## src/rtl/keyed_lock_array_if.sv

```systemverilog
// rtl/keyed_lock_array_if.sv - key-load handshake and data-path bundle for keyed_lock_array
interface keyed_lock_array_if #(
    parameter int N_BITS    = 32,
    parameter int KEY_CHUNK = 8,
    parameter int EPOCH_W   = 4
);
    logic                 key_valid;
    logic                 key_ready;
    logic [KEY_CHUNK-1:0] key_chunk;
    logic                 key_clear;
    logic                 key_loaded;
    logic [EPOCH_W-1:0]   key_epoch;
    logic                 in_valid;
    logic [N_BITS-1:0]    data_in;
    logic [N_BITS-1:0]    alt_in;
    logic                 out_valid;
    logic [N_BITS-1:0]    data_out;

    modport master (
        output key_valid, key_chunk, key_clear, in_valid, data_in, alt_in,
        input  key_ready, key_loaded, key_epoch, out_valid, data_out
    );

    modport slave (
        input  key_valid, key_chunk, key_clear, in_valid, data_in, alt_in,
        output key_ready, key_loaded, key_epoch, out_valid, data_out
    );
endinterface

```

## src/rtl/keyed_lock_array.sv

```systemverilog
// rtl/keyed_lock_array.sv - serially keyed XOR/XNOR/MUX lock gates with registered data path
module keyed_lock_array #(
    parameter int              N_BITS    = 32,
    parameter int              KEY_CHUNK = 8,
    parameter logic [N_BITS-1:0] MUX_MASK = '0,
    parameter logic [N_BITS-1:0] INV_MASK = '0,
    parameter int              EPOCH_W   = 4
) (
    input logic               clk,
    input logic               rst_n,
    keyed_lock_array_if.slave bus
);
    localparam int BEATS = N_BITS / KEY_CHUNK;
    localparam int CNT_W = $clog2(BEATS + 1);

    if ((N_BITS % KEY_CHUNK) != 0 || KEY_CHUNK > N_BITS) begin : g_bad_params
        $error("keyed_lock_array: N_BITS must be a non-zero multiple of KEY_CHUNK");
    end

    typedef enum logic [1:0] {IDLE, LOAD, COMMIT} state_t;

    state_t              state;
    state_t              state_next;
    logic [CNT_W-1:0]    beat_cnt;
    logic [N_BITS-1:0]   shadow;
    logic [N_BITS-1:0]   active;
    logic [N_BITS-1:0]   gated;
    logic                beat;
    logic                last_beat;
    logic                key_loaded;
    logic [EPOCH_W-1:0]  key_epoch;
    logic                out_valid;
    logic [N_BITS-1:0]   data_out;

    // key_clear blocks acceptance in every state; COMMIT never accepts.
    assign bus.key_ready = (state != COMMIT) && !bus.key_clear;
    assign beat          = bus.key_valid && bus.key_ready;
    assign last_beat     = (beat_cnt == CNT_W'(BEATS - 1));

    always_comb begin
        state_next = state;
        case (state)
            IDLE: begin
                if (beat) state_next = last_beat ? COMMIT : LOAD;
            end
            LOAD: begin
                if (bus.key_clear)          state_next = IDLE;
                else if (beat && last_beat) state_next = COMMIT;
            end
            COMMIT:  state_next = IDLE;
            default: state_next = IDLE;
        endcase
    end

    always_ff @(posedge clk or negedge rst_n) begin
        if (!rst_n) begin
            state      <= IDLE;
            beat_cnt   <= '0;
            shadow     <= '0;
            active     <= '0;
            key_loaded <= 1'b0;
            key_epoch  <= '0;
        end else begin
            state <= state_next;
            if (state == COMMIT) begin
                active     <= shadow;
                key_loaded <= 1'b1;
                key_epoch  <= key_epoch + EPOCH_W'(1);
                beat_cnt   <= '0;
            end else if (bus.key_clear) begin
                beat_cnt <= '0;
            end else if (beat) begin
                beat_cnt <= beat_cnt + CNT_W'(1);
                for (int c = 0; c < BEATS; c++) begin
                    if (beat_cnt == CNT_W'(c))
                        shadow[c*KEY_CHUNK +: KEY_CHUNK] <= bus.key_chunk;
                end
            end
        end
    end

    // MUX positions pick alt_in when the key bit is set; others XOR with key and fixed inversion.
    assign gated = (MUX_MASK & ((active & bus.alt_in) | (~active & bus.data_in)))
                 | (~MUX_MASK & (bus.data_in ^ active ^ INV_MASK));

    always_ff @(posedge clk or negedge rst_n) begin
        if (!rst_n) begin
            out_valid <= 1'b0;
            data_out  <= '0;
        end else begin
            out_valid <= bus.in_valid;
            if (bus.in_valid) data_out <= gated;
        end
    end

    assign bus.key_loaded = key_loaded;
    assign bus.key_epoch  = key_epoch;
    assign bus.out_valid  = out_valid;
    assign bus.data_out   = data_out;
endmodule

```

## src/flat_wrapper.sv

```systemverilog
// flat-port wrapper written by rule: the top's interface ports become plain ports
module keyed_lock_array_flat 
#(
    parameter int              N_BITS    = 32,
    parameter int              KEY_CHUNK = 8,
    parameter logic [N_BITS-1:0] MUX_MASK = '0,
    parameter logic [N_BITS-1:0] INV_MASK = '0,
    parameter int              EPOCH_W   = 4
)
  (clk, rst_n, bus_key_valid, bus_key_chunk, bus_key_clear, bus_in_valid, bus_data_in, bus_alt_in, bus_key_ready, bus_key_loaded, bus_key_epoch, bus_out_valid, bus_data_out);
  keyed_lock_array_if #(.N_BITS(N_BITS), .KEY_CHUNK(KEY_CHUNK), .EPOCH_W(EPOCH_W)) bus_i ();
  input logic clk;
  input logic rst_n;
  input wire logic [$bits(bus_i.key_valid)-1:0] bus_key_valid;
  input wire logic [$bits(bus_i.key_chunk)-1:0] bus_key_chunk;
  input wire logic [$bits(bus_i.key_clear)-1:0] bus_key_clear;
  input wire logic [$bits(bus_i.in_valid)-1:0] bus_in_valid;
  input wire logic [$bits(bus_i.data_in)-1:0] bus_data_in;
  input wire logic [$bits(bus_i.alt_in)-1:0] bus_alt_in;
  output wire logic [$bits(bus_i.key_ready)-1:0] bus_key_ready;
  output wire logic [$bits(bus_i.key_loaded)-1:0] bus_key_loaded;
  output wire logic [$bits(bus_i.key_epoch)-1:0] bus_key_epoch;
  output wire logic [$bits(bus_i.out_valid)-1:0] bus_out_valid;
  output wire logic [$bits(bus_i.data_out)-1:0] bus_data_out;
  assign bus_i.key_valid = bus_key_valid;
  assign bus_i.key_chunk = bus_key_chunk;
  assign bus_i.key_clear = bus_key_clear;
  assign bus_i.in_valid = bus_in_valid;
  assign bus_i.data_in = bus_data_in;
  assign bus_i.alt_in = bus_alt_in;
  assign bus_key_ready = bus_i.key_ready;
  assign bus_key_loaded = bus_i.key_loaded;
  assign bus_key_epoch = bus_i.key_epoch;
  assign bus_out_valid = bus_i.out_valid;
  assign bus_data_out = bus_i.data_out;
  keyed_lock_array #(.N_BITS(N_BITS), .KEY_CHUNK(KEY_CHUNK), .MUX_MASK(MUX_MASK), .INV_MASK(INV_MASK), .EPOCH_W(EPOCH_W)) u_core (.clk(clk), .rst_n(rst_n), .bus(bus_i));
endmodule
```

## config.mk

```make
export PLATFORM = sky130hd
export DESIGN_NAME = keyed_lock_array_flat
export DESIGN_NICKNAME = d
export VERILOG_FILES = /design/src/rtl/keyed_lock_array_if.sv /design/src/rtl/keyed_lock_array.sv /design/src/flat_wrapper.sv
export SDC_FILE = /design/constraint.sdc
export NUM_CORES = 1
export LEC_CHECK = 0
export ABC_AREA = 1
export BUFFER_PORTS_ARGS = -buffer_cell sky130_fd_sc_hd__buf_2
export CORE_MARGIN = 3
export CORE_UTILIZATION = 55
export CTS_CLUSTER_DIAMETER = 100
export CTS_CLUSTER_SIZE = 24
export DETAILED_ROUTE_END_ITERATION = 8
export PLACE_DENSITY = 0.84
export RECOVER_POWER = 25
export SKIP_LAST_GASP = 1
export SYNTH_ARGS = -nofsm -noshare
export SYNTH_HDL_FRONTEND = slang
export SYNTH_SLANG_ARGS = --single-unit
```

## constraint.sdc

```tcl
create_clock -name clk -period 2.5 [get_ports clk]
set_input_delay 0.125 -clock clk [delete_from_list [all_inputs] [get_ports clk]]
set_output_delay 0.125 -clock clk [all_outputs]
set_load 0.005 [all_outputs]
```

==> flow_summary.json <==
{
  "end_kind": "output port",
  "synth_area_leaders": "dfrtp_1, nand2_1, xnor2_1, o21ai_0, nand4_1",
  "drv_cap": 0,
  "htreeDepth": 3,
  "port_buffers": 83,
  "drive_above_1_share_pct": 19.64,
  "initial_core_util_pct": 57.74,
  "tightest_slew_ps": 1092,
  "muxShareOfSynthArea_pct": 0,
  "first_global_vias": 3327,
  "synth-edff-count": 0,
  "setup_tns_ps": 0,
  "yosysTopAreaCell": "dfrtp_1",
  "place_hpwl_um": 6279,
  "rsz0062_at_grt": "false",
  "crit_slowest_cell": "a21oi_4",
  "max_freq_mhz": 566.7,
  "endpoint": "bus_key_ready",
  "drc": 0,
  "synth_cells": 471,
  "cts_buffer_depth": 2,
  "grt_pass1_wl_um": 15480,
  "ant_nets": 0,
  "critPathArrivalTime_ps": 1640,
  "leakage_uw": 0.002737,
  "ys_async_sr_fraction_pct": 100.0,
  "yosysSeqAreaShare_pct": 58.79,
  "period_share_pct": 70.59,
  "fin_crit_ps": 1765,
  "synth_simple_gate_area_share_pct": 25.05,
  "syn_area_mm2": 0.004554,
  "coreArea_mm2": 0.007888,
  "cts_sinks": 107,
  "dieArea_mm2": 0.009409,
  "cts_root_buffer": "clkbuf_8",
  "track_usage_pct": 20.05,
  "dr.pass1.iters": 4,
  "cts_buffers": 9,
  "via_count": 3337,
  "slew_viol_final": 0,
  "dp.cells": 640,
  "antenna_found_initial": 0,
  "die_h_um": 97,
  "die_w_um": 97,
  "r2r_start": "u_core.state[0]$_DFFE_PN0P_",
  "critPathKind": "register to output port",
  "synth_nets": 554,
  "avgRoutedWirePerCell_um": 13.48,
  "io_pins": 116,
  "synth.most_common_cell": "nand2_1",
  "ir_drop_uv": 350.7,
  "synth_fa_ha_area_share_pct": 1.648,
  "area_growth_pct": 15.22,
  "crit_required_ps": 2380,
  "path_cells": "inv_2 -> a21oi_4 -> buf_2",
  "r2r-end": "u_core.state[1]$_DFFE_PN0P_",
  "crit_fanout": 25,
  "hold_viol": 0,
  "place.gp.congestion": 0.8584,
  "synth_warnings": 0,
  "synthTopCellsByCount": "nand2_1, dfrtp_1, xnor2_1",
  "synthDistinctLibCells": 28,
  "core.rowCount": 32,
  "hp-class": "input port to register",
  "cpPeakStageDelay_ps": 510,
  "fin_util_pct": 66.53,
  "r2r_slack_ps": 890,
  "synth_compound_area_share_pct": 3.984,
  "fin_worst_skew_ps": 12.86,
  "antenna_cells": 0,
  "crit_buf_inv": 2,
  "grt_start_max_net_pins": 64,
  "nets": 634,
  "start_kind": "register",
  "path_clk_slew_ps": 100,
  "power_density_mw_per_mm2": 707.0,
  "clock_latency_ps": 360,
  "synth_ff_type": "dfrtp_1",
  "synth_top_family_by_area": "simple AND/OR/NAND/NOR gates",
  "ys_ff_latch": 107,
  "cp_num_cells": 3,
  "cp_top_family": "compound AO/OA/AOI/OAI gates",
  "avgSynthCellArea_um2": 9.670,
  "viasPerCell": 5.079,
  "fin_cells": 657,
  "relSlewSlack_pct": 27.23,
  "gr-total-overflow": 0,
  "rr_worst_depth": 4,
  "drt-initial-drc-count": 195,
  "synth_xor_area_share_pct": 6.731,
  "cts_tree": "yes",
  "drt_wl_total_um": 8854,
  "outcome": "finished, final reports clean",
  "critPathLaunch": "u_core.state[0]$_DFFE_PN0P_",
  "setup_viol": 0,
  "postCtsSetupRepairBufs": 0,
  "synth_top_area_share_pct": 58.79
}
flip-flops by register name, indices dropped and copies added (netlist names):
name,flops
u_core.state,2
u_core.bus.key_loaded,1
u_core.beat_cnt,3
u_core.bus.out_valid,1
u_core.active,32
u_core.bus.data_out,32
u_core.bus.key_epoch,4
u_core.shadow,32
metrics by stage:
step / hold slack [ps] / cell area (um2) / total power (uW) / setup slack [ps]
6_report: 27.59 / 5248 / 3710 / 735.4
5_1_grt: 12.91 / 5248 / 3911 / 621.7
4_1_cts: 10.56 / 5259 / 3747 / 743.7
3_5_place_dp: 161.5 / 5024 / 2609 / 914.2
3_3_place_gp: 144.8 / 5024 / 2567 / 1003
2_1_floorplan: -170.6 / 4554 / 2378 / 1250
cells in the final DEF (no fill, tap or decap), types with 5 or more instances in the layout:
cell type and count:
inv_1 9, dfrtp_1 107, clkbuf_8 10, nand2_1 214, xnor2_1 34, ha_1 6
o21ai_0 32, nor2_4 5, buf_2 75, clkbuf_1 8, nand4_1 24
power breakdown:
group	internal (uW)	switching [uW]
clock network	589	553
registers	1950	138
logic	211	271
total	2750	961
worst register-to-register path: stages (launching register included):
cell	delay, ps
dfrtp_1	460
inv_2	100
nand2_4	360
nand3_2	230
nor3b_1	340
final cells by class:
cell class | instances | area [um2]
timing repair buffer | 88 | 474.2
inverter | 13 | 48.80
sequential | 107 | 2678
clock inverter | 4 | 73.82
fill | 619 | 2640
multi-input combinational | 332 | 1704
tap | 102 | 127.6
clock buffer | 11 | 141.4
logic make-up (layout without fill, tap and decap cells):
family / after synthesis / after routing
DFF: 107 / 107
adders and majority gates: 6 / 6
and+or+nand+nor: 257 / 257
xor gates and xnor gates: 35 / 35
AOI/OAI and AO/OA: 34 / 34
buffers and inverters: 32 / 116
routing by layer:
layer  vias up  wire, um  global-route usage [%]
met2        83      4269                   32.32
met4         0       110                   6.156
met1      1582      3984                   26.63
li1       1661         -                       -
met5         -         0                       0
met3        11       489                   5.479
timing repair:
action / in CTS / in global routing
endpoints found under the hold margin: 45 / 0
resized for setup: 0 / 0
hold buffers: 2 / 0
how the worst min path moves through the flow:
stage	endpoint	slack, ps	start	cells after the start
after floorplan	u_core.active[0]$_DFFE_PN0P_	-170	rst_n	0
after global placement	u_core.bus.out_valid$_DFF_PN0_	140	rst_n	1
after detailed placement	u_core.bus.data_out[0]$_DFFE_PN0P_	160	rst_n	1
after CTS	u_core.shadow[31]$_DFFE_PN0P_	10	bus_key_chunk[7]	3
after global routing	u_core.shadow[31]$_DFFE_PN0P_	10	bus_key_chunk[7]	3
final	u_core.shadow[31]$_DFFE_PN0P_	30	bus_key_chunk[7]	3
Power figures use the tool's default switching activity.
